**src/rtl/tod_event_encoder_if.sv**
```systemverilog
// Event-stream bundle between the time-of-day encoder and its neighbours.
// The master side drives strobes and upstream events; the slave side is the encoder.
interface tod_event_encoder_if;
  logic        ppsStrobe;
  logic        secondsLoad;
  logic [31:0] secondsValue;
  logic [7:0]  EventIn;
  logic [7:0]  EventOut;
  logic        shiftBusy;
  logic [9:0]  droppedCount;
  logic [9:0]  lateCount;

  modport master (
    output ppsStrobe, secondsLoad, secondsValue, EventIn,
    input  EventOut, shiftBusy, droppedCount, lateCount
  );

  modport slave (
    input  ppsStrobe, secondsLoad, secondsValue, EventIn,
    output EventOut, shiftBusy, droppedCount, lateCount
  );
endinterface

```
**src/rtl/tod_event_encoder.sv**
```systemverilog
// Merges the seconds marker and 32 MSB-first shift-bit events into the upstream
// event stream, using idle slots for the bits and forcing the marker on every PPS.
module tod_event_encoder #(
  parameter int unsigned BIT_SPACING = 4,
  parameter int unsigned START_DELAY = 16
) (
  input logic                  Clock,
  input logic                  Reset,
  tod_event_encoder_if.slave   bus
);

  localparam logic [7:0]  SPACING  = 8'(BIT_SPACING);
  localparam logic [15:0] DLY_LAST = 16'(START_DELAY - 1);
  localparam logic [7:0]  EV_ZERO  = 8'h70;
  localparam logic [7:0]  EV_ONE   = 8'h71;
  localparam logic [7:0]  EV_MARK  = 8'h7D;

  typedef enum logic [1:0] {IDLE, DELAY, SHIFT, WAIT_PPS} state_t;

  state_t      state_q, state_d;
  logic [31:0] sec_q, sec_d;
  logic [4:0]  idx_q, idx_d;
  logic [7:0]  sp_q, sp_d;
  logic [15:0] dly_q, dly_d;
  logic [7:0]  evt_q, evt_d;
  logic [9:0]  drop_q, drop_d;
  logic [9:0]  late_q, late_d;

  logic is_proto;
  logic bit_slot;

  assign is_proto = (bus.EventIn == EV_ZERO) || (bus.EventIn == EV_ONE) ||
                    (bus.EventIn == EV_MARK);
  // A restart (PPS or load) in the same cycle takes the slot away from the old sequence.
  assign bit_slot = (state_q == SHIFT) && (sp_q == SPACING) && (bus.EventIn == 8'h00) &&
                    !bus.ppsStrobe && !bus.secondsLoad;

  always_ff @(posedge Clock or posedge Reset) begin
    if (Reset) begin
      state_q <= IDLE;
      sec_q   <= '0;
      idx_q   <= '1;
      sp_q    <= '0;
      dly_q   <= '0;
      evt_q   <= '0;
      drop_q  <= '0;
      late_q  <= '0;
    end else begin
      state_q <= state_d;
      sec_q   <= sec_d;
      idx_q   <= idx_d;
      sp_q    <= sp_d;
      dly_q   <= dly_d;
      evt_q   <= evt_d;
      drop_q  <= drop_d;
      late_q  <= late_d;
    end
  end

  always_comb begin
    state_d = state_q;
    sec_d   = sec_q;
    idx_d   = idx_q;
    dly_d   = dly_q;
    sp_d    = sp_q;
    if ((state_q == SHIFT) && (sp_q < SPACING)) begin
      sp_d = sp_q + 8'd1;
    end

    case (state_q)
      DELAY: begin
        if (dly_q == DLY_LAST) begin
          state_d = SHIFT;
          idx_d   = 5'd31;
          sp_d    = SPACING;
        end else begin
          dly_d = dly_q + 16'd1;
        end
      end
      SHIFT: begin
        if (bit_slot) begin
          sp_d = 8'd1;
          if (idx_q == 5'd0) begin
            state_d = WAIT_PPS;
          end else begin
            idx_d = idx_q - 5'd1;
          end
        end
      end
      default: ;
    endcase

    if (bus.ppsStrobe || bus.secondsLoad) begin
      state_d = DELAY;
      dly_d   = '0;
      idx_d   = 5'd31;
      sp_d    = '0;
      sec_d   = bus.secondsLoad ? bus.secondsValue : (sec_q + 32'd1);
    end
  end

  always_comb begin
    evt_d  = 8'h00;
    drop_d = drop_q;
    late_d = late_q;
    if (bus.ppsStrobe) begin
      evt_d = EV_MARK;
      if (bus.EventIn != 8'h00) begin
        drop_d = drop_q + 10'd1;
      end
      if ((state_q == DELAY) || (state_q == SHIFT)) begin
        late_d = late_q + 10'd1;
      end
    end else if (is_proto) begin
      drop_d = drop_q + 10'd1;
    end else if (bus.EventIn != 8'h00) begin
      evt_d = bus.EventIn;
    end else if (bit_slot) begin
      evt_d = EV_ZERO | {7'd0, sec_q[idx_q]};
    end
  end

  always_comb begin
    bus.shiftBusy = (state_q == DELAY) || (state_q == SHIFT);
  end

  assign bus.EventOut     = evt_q;
  assign bus.droppedCount = drop_q;
  assign bus.lateCount    = late_q;

endmodule

```
**src/flat_wrapper.sv**
```systemverilog
// flat-port wrapper written by rule: the top's interface ports become plain ports
module tod_event_encoder_flat 
#(
  parameter int unsigned BIT_SPACING = 4,
  parameter int unsigned START_DELAY = 16
)
  (Clock, Reset, bus_ppsStrobe, bus_secondsLoad, bus_secondsValue, bus_EventIn, bus_EventOut, bus_shiftBusy, bus_droppedCount, bus_lateCount);
  tod_event_encoder_if bus_i ();
  input logic Clock;
  input logic Reset;
  input wire logic [$bits(bus_i.ppsStrobe)-1:0] bus_ppsStrobe;
  input wire logic [$bits(bus_i.secondsLoad)-1:0] bus_secondsLoad;
  input wire logic [$bits(bus_i.secondsValue)-1:0] bus_secondsValue;
  input wire logic [$bits(bus_i.EventIn)-1:0] bus_EventIn;
  output wire logic [$bits(bus_i.EventOut)-1:0] bus_EventOut;
  output wire logic [$bits(bus_i.shiftBusy)-1:0] bus_shiftBusy;
  output wire logic [$bits(bus_i.droppedCount)-1:0] bus_droppedCount;
  output wire logic [$bits(bus_i.lateCount)-1:0] bus_lateCount;
  assign bus_i.ppsStrobe = bus_ppsStrobe;
  assign bus_i.secondsLoad = bus_secondsLoad;
  assign bus_i.secondsValue = bus_secondsValue;
  assign bus_i.EventIn = bus_EventIn;
  assign bus_EventOut = bus_i.EventOut;
  assign bus_shiftBusy = bus_i.shiftBusy;
  assign bus_droppedCount = bus_i.droppedCount;
  assign bus_lateCount = bus_i.lateCount;
  tod_event_encoder #(.BIT_SPACING(BIT_SPACING), .START_DELAY(START_DELAY)) u_core (.Clock(Clock), .Reset(Reset), .bus(bus_i));
endmodule
```
**config.mk**
```make
export PLATFORM = sky130hd
export DESIGN_NAME = tod_event_encoder_flat
export DESIGN_NICKNAME = d
export VERILOG_FILES = /design/src/rtl/tod_event_encoder_if.sv /design/src/rtl/tod_event_encoder.sv /design/src/flat_wrapper.sv
export SDC_FILE = /design/constraint.sdc
export NUM_CORES = 1
export LEC_CHECK = 0
export CELL_PAD_IN_SITES_DETAIL_PLACEMENT = 0
export CELL_PAD_IN_SITES_GLOBAL_PLACEMENT = 1
export CORE_AREA = 2 2 92 129
export CTS_BUF_LIST = sky130_fd_sc_hd__clkbuf_4
export CTS_CLUSTER_DIAMETER = 100
export DETAILED_ROUTE_END_ITERATION = 12
export DIE_AREA = 0 0 94 131
export DONT_BUFFER_PORTS = 1
export HOLD_SLACK_MARGIN = 0.06
export PLACE_DENSITY = 0.77
export SLEW_MARGIN = 25
export SYNTH_ARGS = -nofsm -noshare
export SYNTH_HDL_FRONTEND = slang
export SYNTH_SLANG_ARGS = --single-unit
export TNS_END_PERCENT = 50
```
**constraint.sdc**
```tcl
create_clock -name Clock -period 5.2 [get_ports Clock]
set_input_delay 1.3 -clock Clock [delete_from_list [all_inputs] [get_ports Clock]]
set_output_delay 1.3 -clock Clock [all_outputs]
set_load 0.03 [all_outputs]
```
Yosys cells after proc, flatten, opt, wreduce, memory -nomap -nowiden
Index checks and enable logic that the tools add are counted.
- add/subtract/negate cells: 6
- $lt $le $gt $ge: 2
- equality and inequality tests: 13
- mux-type cells: 28
- reductions and logical operators: 22
- operator list (cell ; number):
    $mux 8 ; 7
    $mux 16 ; 3
    $add 32x1->32 const B ; 1
    $mux 32 ; 1
    $mux 10 ; 3
    $eq 8x7->1 const B ; 3
    $add 10x1->10 const B ; 2
    $mux 5 ; 4
    $add 16x1->16 const B ; 1
    $eq 16x4->1 const B ; 1
    $pmux 8 s2 ; 1
    $pmux 5 s2 ; 1
    $add 8x1->8 const B ; 1
    $eq 8x3->1 const B ; 1
    $logic_not 8->1 ; 1
    $lt 8x3->1 const B ; 1
    $mux 2 ; 4
    $reduce_and 4->1 ; 2
    $reduce_bool 8->1 ; 1
    $mux 7 ; 1
    $lt 5x6->1 const B ; 1
    $ne 3x3->1 const B ; 2
    $reduce_and 2->1 ; 3
    $bmux 1 s5 ; 1
    other kinds (15) ; 24
- bits in registers: 91
- input port bits: 44
- output and inout port bits: 29

Logic depth before layout (Yosys ltp)
Gate-level depths: netlist of the first run.
- depth in word-level cells: 9
- gate-level depth with buffers: 8
- depth with buffers taken out: 7

Worst setup path after synthesis of the first run
Ideal clock, no wire load.
- path kind: input-to-reg
- start point: input port bus_EventIn[3]
- end point: register u_core.drop_q[1], in the netlist u_core.bus.droppedCount[1]
- arrival time: 2950 ps
- data required time: 5075 ps
- slack: 2125 ps
- stages: 5
- buffers on the path: 1
- cells stage by stage: or2_2 a2111oi_2 or2_2 clkbuf_1 mux2_2
- longest elaborated chain between the ends: 5
- ends and longest elaborated chain (what ; RTL line ; text):
    start: declaration ; flat_wrapper.sv:14 ; input wire logic [$bits(bus_i.EventIn)-1:0] bus_EventIn;
    $eq 8x7->1 ; tod_event_encoder.sv:32 ; assign is_proto = (bus.EventIn == EV_ZERO) || (bus.EventIn == EV_ONE) ||
    $logic_or 1x1->1 (2 in a row) ; tod_event_encoder.sv:32 ;
    $reduce_bool 2->1 (no source line) ; n/a ;
    $reduce_and 2->1 (no source line) * ; n/a ;
    end signal: assignment ; tod_event_encoder.sv:55 ; drop_q <= drop_d;
    end: declaration ; tod_event_encoder.sv:26 ; logic [9:0] drop_q, drop_d;
Every way passes the cells marked *; elsewhere a longest branch is shown, timed or not.
A chain may end at the register's enable or synchronous reset.

Worst setup path after layout of the first run
- start point: register u_core.state_q[0]
- end point: output port bus_shiftBusy
- longest elaborated chain between the ends: 2
- ends and longest elaborated chain (what ; RTL line ; text):
    start: declaration ; tod_event_encoder.sv:20 ; state_t state_q, state_d;
    start signal: assignment ; tod_event_encoder.sv:49 ; state_q <= state_d;
    $eq 2x1->1 or $eq 2x2->1 (tied branches) ; tod_event_encoder.sv:124 ; bus.shiftBusy = (state_q == DELAY) || (state_q == SHIFT);
    $logic_or 1x1->1 * ; tod_event_encoder.sv:124 ;
    end: declaration ; flat_wrapper.sv:16 ; output wire logic [$bits(bus_i.shiftBusy)-1:0] bus_shiftBusy;
Marked as above.

==> flow_summary.ini, run 1 <==
[cells_and_area]
fillers = 1087
final-instance-count-excl-fill = 657
nets = 561
areaGrowthSynthToFinish_pct = 5.83
layout.core_utilization_pct = 46.1
final_cell_area_mm2 = 0.00518
drive_gt1_share_pct = 9.38

[place]
dp.cells = 640
dp_slack_ns = 1.96
place.gp.congestion = 0.794
postPlaceCellArea_mm2 = 0.00503
numPortBuffers = 0
place_hpwl_um = 7710

[clock_tree]
cts.reportedPaths.clkPinSlew_ns = 0.15
clockRootBuffer = clkbuf_4
cts_resized = 0
clockBufferDepth = 2
htree_levels = 3
clk_latency_ns = 0.46
post_cts.repair.setup_buffers = 0
numCtsBuffers = 9
cts_tree = yes
cts_sinks = 91
holdBufCountCts = 0

[grt]
grt_pass1_vias = 3693
grt_overflow = 0
grt_pass1_wl_um = 17900
grt_usage_pct = 18.5
grt_antenna_before_repair = 1
grt_max_degree = 67

[synth]
ys_ff_latch = 91
synth_area_leader_cell = dfrtp_1
syn_avg_cell_area_um2 = 9.55
syn_inst = 512
yosysWarnings = 0
synth_edf_count = 0
synth_cell_types = 46
yosysTopAreaCellShare_pct = 44.0
ys.flop_type = dfrtp_1
synth_area_mm2 = 0.00489
ys_top_cells_by_area = dfrtp_1, xor2_1, nand2_1, xnor2_1, o21ai_0
yosysMostFrequentCell = dfrtp_1
yosysSeqAreaShare_pct = 46.7
synth_top_cells_by_count = dfrtp_1, nand2_1, o21ai_0, nor2_1, xor2_1
syn-num-nets = 566
async_flop_share_pct = 100

[pwr]
report.power.total_mw = 1.59
power_density_mw_per_mm2 = 307
peakVddDrop_v = 0.000108
leakage_nw = 2.11

[route]
vias_per_cell = 5.69
detail_route.wirelength_um = 10900
drt-initial-drc-count = 198
drc = 0
first_pass_iters = 4
antenna_left = 0
wire_per_inst_um = 16.6
vias = 3741

[floorplanning]
floorplan.initialDensity_pct = 43.6
io_pins = 73
rows = 46
fp.dieArea_mm2 = 0.0123
die_y_um = 131
fp.dieW_um = 94
core_mm2 = 0.0112

[setup_path]
cp.arrival_ns = 1.61
critPathSlowestCell = dfrtp_1
path_class = reg2out
cp-start-kind = flop
timing.rr.start = u_core.dly_q[5]
cp_common_cell = inv_1
rr_endpoint = u_core.idx_q[0]
r2r_setup_slack_ns = 2.66
critPathRequiredTime_ns = 3.90
critPathMaxStageDelay_ns = 0.43
crit_start = u_core.state_q[0]
cp_max_fo = 6
r2r_cells = 5
path_cells = inv_1 > ha_1 > inv_1
worstSetupEndpointType = output pin

[hold_path]
min_from = u_core.sp_q[4]
hold-path-endpoint = u_core.sp_q[4]
hold_class = reg2reg
holdPathStages = 1

[sta]
period_share_pct = 55.9
layout_min_cycle_time_ns = 2.91
relSlewSlack_pct = 40.2
rsz0062_at_grt = false
finalSetupViolCount = 0
final.setup.tns_ns = 0
fmax_mhz = 344
worst_pin_slew_ns = 0.895
slew_viol_final = 0
whs_ns = 0.510
fin_worst_skew_ns = 0.0205
final.setup.worst_slack_ns = 2.29
finalHoldViolCount = 0

[job]
cap_violations = 0

[run_status]
outcome = completed
==> worst max-delay path by stage <==
stage	slack, ns	endpoint
final	2.29	bus_shiftBusy
after global placement	2.01	u_core.bus.droppedCount[5]
after detailed placement	1.96	u_core.bus.droppedCount[5]
after floorplan	1.54	u_core.bus.EventOut[0]
after global routing	2.16	bus_shiftBusy
after CTS	2.24	bus_shiftBusy
==> routing by layer <==
| metal | routed length (um) | track usage [%] | part of all wire, % | up-vias |
|---|---|---|---|---|
| li1 | - | - | - | 1794 |
| met1 | 4670 | 22.3 | 43 | 1842 |
| met2 | 5570 | 32.4 | 51 | 90 |
| met3 | 490 | 4.53 | 4.5 | 15 |
| met4 | 165 | 6.14 | 1.5 | 0 |
| met5 | 0 | 0 | 0 | - |
==> logic make-up after synthesis <==
group / synth area share [%]
adders and majority gates: 2.56
and+or+nand+nor: 22.6
DFF: 46.7
muxes: 5.19
xor gates and xnor gates: 10.4
AOI/OAI and AO/OA: 9.52
buffers and inverters: 3.10
==> registers in the layout, indices dropped and copies added (netlist names) <==
name and flops:
u_core.sec_q 32, u_core.dly_q 16, u_core.bus.droppedCount 10, u_core.bus.lateCount 10, u_core.bus.EventOut 8, u_core.sp_q 8, u_core.idx_q 5, u_core.state_q 2
==> cell type report <==
class                           count  area (um^2)  area share, %
Multi-Input combinational cell    382         2460           47.6
Sequential cell                    91         2280           44.1
Timing Repair Buffer                4         30.0          0.580
Antenna cell                        1         2.50         0.0483
Clock buffer                        9         67.6           1.31
Clock inverter                      7         77.6           1.50
Tap cell                          144          180           3.48
Inverter                           19         72.6           1.40
==> placed cells by master (no fill, tap or decap), drive strengths merged, types with 11 or more instances in the layout <==
master,count
dfrtp,86
nand2,64
o21ai,47
nor2,41
xor2,32
xnor2,26
nand3,25
nand4,23
inv,19
a21oi,15
and3,11
==> critical path, delay by kind of cell (launching register included) <==
kind / cells / cell delay (ns)
DFF: 1 / 0.43
adders and majority gates: 1 / 0.37
buffers and inverters: 2 / 0.36
==> power breakdown <==
group | internal [mW] | total, mW | switching, mW
sequential | 0.785 | 1.01 | 0.221
clock | 0.148 | 0.407 | 0.259
combinational | 0.0922 | 0.178 | 0.0854
Note: power is estimated with default switching activity, not from simulation.
==> run 2, diff against run 1 <==
- PLACE_DENSITY: 0.77 -> 0.8
- clock period: 5.2 -> 2.5 ns (I/O delays scaled with it)
==> run 2 against run 1 <==
Against the previous run: sequential share of layout area shrank 0.56 points; cell area is 1.3% higher; clock-buffer cell count is the same; worst hold slack worse by 0.39 ns; critical endpoint is now u_core.idx_q[0]; largest cell class unchanged.
==> flow_summary.ini, run 2 (synthesis results as in run 1) <==
[cells_and_area]
areaGrowthSynthToFinish_pct = 7.19
regArea_mm2 = 0.00228
nets = 571
regMostFlops = u_core.sec_q
drive_gt1_share_pct = 10.9
top_regs = u_core.sec_q (32), u_core.dly_q (16)
multi_input_area_mm2 = 0.00246
largest_register_ffs = 32
fillers = 1060
final_common_cell = dfrtp_1
final-instance-count-excl-fill = 667
final_cell_mix = dfrtp_1, nand2_1, o21ai_0
layout.core_utilization_pct = 46.7

[place]
place_hpwl_um = 7730
place.gp.congestion = 0.799
dp.cells = 650
numPortBuffers = 0

[setup_path]
cp-start-kind = flop
cp_max_fo = 5
critPathRequiredTime_ns = 2.87
worstSetupEndpointType = flop
critPathMaxStageDelay_ns = 0.57
critPathSlowestCell = or4_4
path_class = reg2reg
path_cells = or4_4 > o41a_1 > or4_1 > nor2_1 > o21ai_1
cp.arrival_ns = 2.68

[clock_tree]
holdBufCountCts = 0
clockRootBuffer = clkbuf_4
post_cts.repair.setup_buffers = 0
numCtsBuffers = 9
cts_tree = yes
cts.reportedPaths.clkPinSlew_ns = 0.16
clockBufferDepth = 2
cts_resized = 0
htree_levels = 3
clk_latency_ns = 0.46
cts_sinks = 91

[sta]
fmax_mhz = 432
rsz0062_at_grt = false
finalHoldViolCount = 0
fin_worst_skew_ns = 0.0222
layout_min_cycle_time_ns = 2.31
relSlewSlack_pct = 52.8
slew_viol_final = 0
worst_pin_slew_ns = 0.706
final.setup.tns_ns = 0
finalSetupViolCount = 0
period_share_pct = 92.6

[route]
drt-initial-drc-count = 221
vias_per_cell = 5.64
detail_route.wirelength_um = 10600
wire_per_inst_um = 15.9
vias = 3759
first_pass_iters = 4
antenna_left = 0
drc = 0

[floorplanning]
floorplan.initialDensity_pct = 43.6
io_pins = 73
fp.dieW_um = 94
rows = 46
die_y_um = 131
core_mm2 = 0.0112
fp.dieArea_mm2 = 0.0123

[pwr]
intPower_mw = 2.05
p_comb_share_pct = 11.5
p_sw_mw = 1.17
pwr-share-clk_pct = 23.9
peakVddDrop_v = 0.000252
p_seq_share_pct = 64.6
report.power.total_mw = 3.22
power_density_mw_per_mm2 = 614
leakage_nw = 2.15
switching_share_pct = 36.2

[run_status]
outcome = completed

[job]
cap_violations = 0

[grt]
grt_antenna_before_repair = 1
grt_max_degree = 67
grt_overflow = 0
grt_pass1_wl_um = 17500
grt_usage_pct = 17.9
grt_pass1_vias = 3709

[hold_path]
hold_class = in2async
==> run 2: changes by cell type in the layout (fill, tap and decap cells not counted), sizes merged <==
cell,delta
inv,+2
bufinv,-1
buf,+10
clkinvlp,-1
==> run 2: path summary, 6_finish.rpt <==
path | from | to | slack [ns] | cells after the start
min in group Clock | bus_ppsStrobe | u_core.bus.EventOut[7] | 0.20 | 1
worst min-delay path | Reset | u_core.sec_q[24] | 0.12 | 1
worst min register to register | u_core.sp_q[6] | u_core.sp_q[6] | 0.51 | 1
worst max register to register | u_core.dly_q[5] | u_core.idx_q[0] | 0.19 | 5
worst max-delay path | u_core.dly_q[5] | u_core.idx_q[0] | 0.19 | 5
max in group asynchronous | Reset | u_core.sec_q[1] | 1.74 | 2
==> run 2: cell type report <==
type	count	area share [%]
clock buffers	9	1.29
diodes	1	0.0477
well taps	144	3.44
clock inverters	7	1.15
repair buffers	14	2.24
inverters	19	1.43
multi-input cells	382	46.8
flip-flops and latches	91	43.6
==> run 2: power by group through the flow <==
stage / clock network, mW / registers (mW) / logic [mW]
final: 0.769 / 2.08 / 0.370
after global routing: 0.871 / 2.11 / 0.429
after CTS: 0.803 / 2.08 / 0.376
after global placement: 0 / 2.10 / 0.364
after floorplan: 0 / 2.05 / 0.323
after detailed placement: 0 / 2.11 / 0.373
==> run 2: metal layers <==
layer  global-route usage, %  share of wire, %  vias up
met5                       0                 0        -
met1                    22.1                42     1822
li1                        -                 -     1820
met3                    4.07               5.1       15
met4                    7.33               1.7        0
met2                    30.4                51      102
==> run 2: critical path, delay by kind of cell, from the launching register on <==
kind	cells	cell delay, ns
simple gates	3	1.20
compound gates	2	0.57
flops	1	0.46
==> run 2: stage by stage <==
stage                     cell area [um^2]  setup WS (ns)  hold WS (ns)
final                                 5240          0.186         0.121
after global routing                  5240         0.0440         0.144
after CTS                             5240          0.190         0.115
after detailed placement              5110          0.217         0.473
after global placement                5110          0.251         0.471
after floorplan                       4890          0.100         0.455
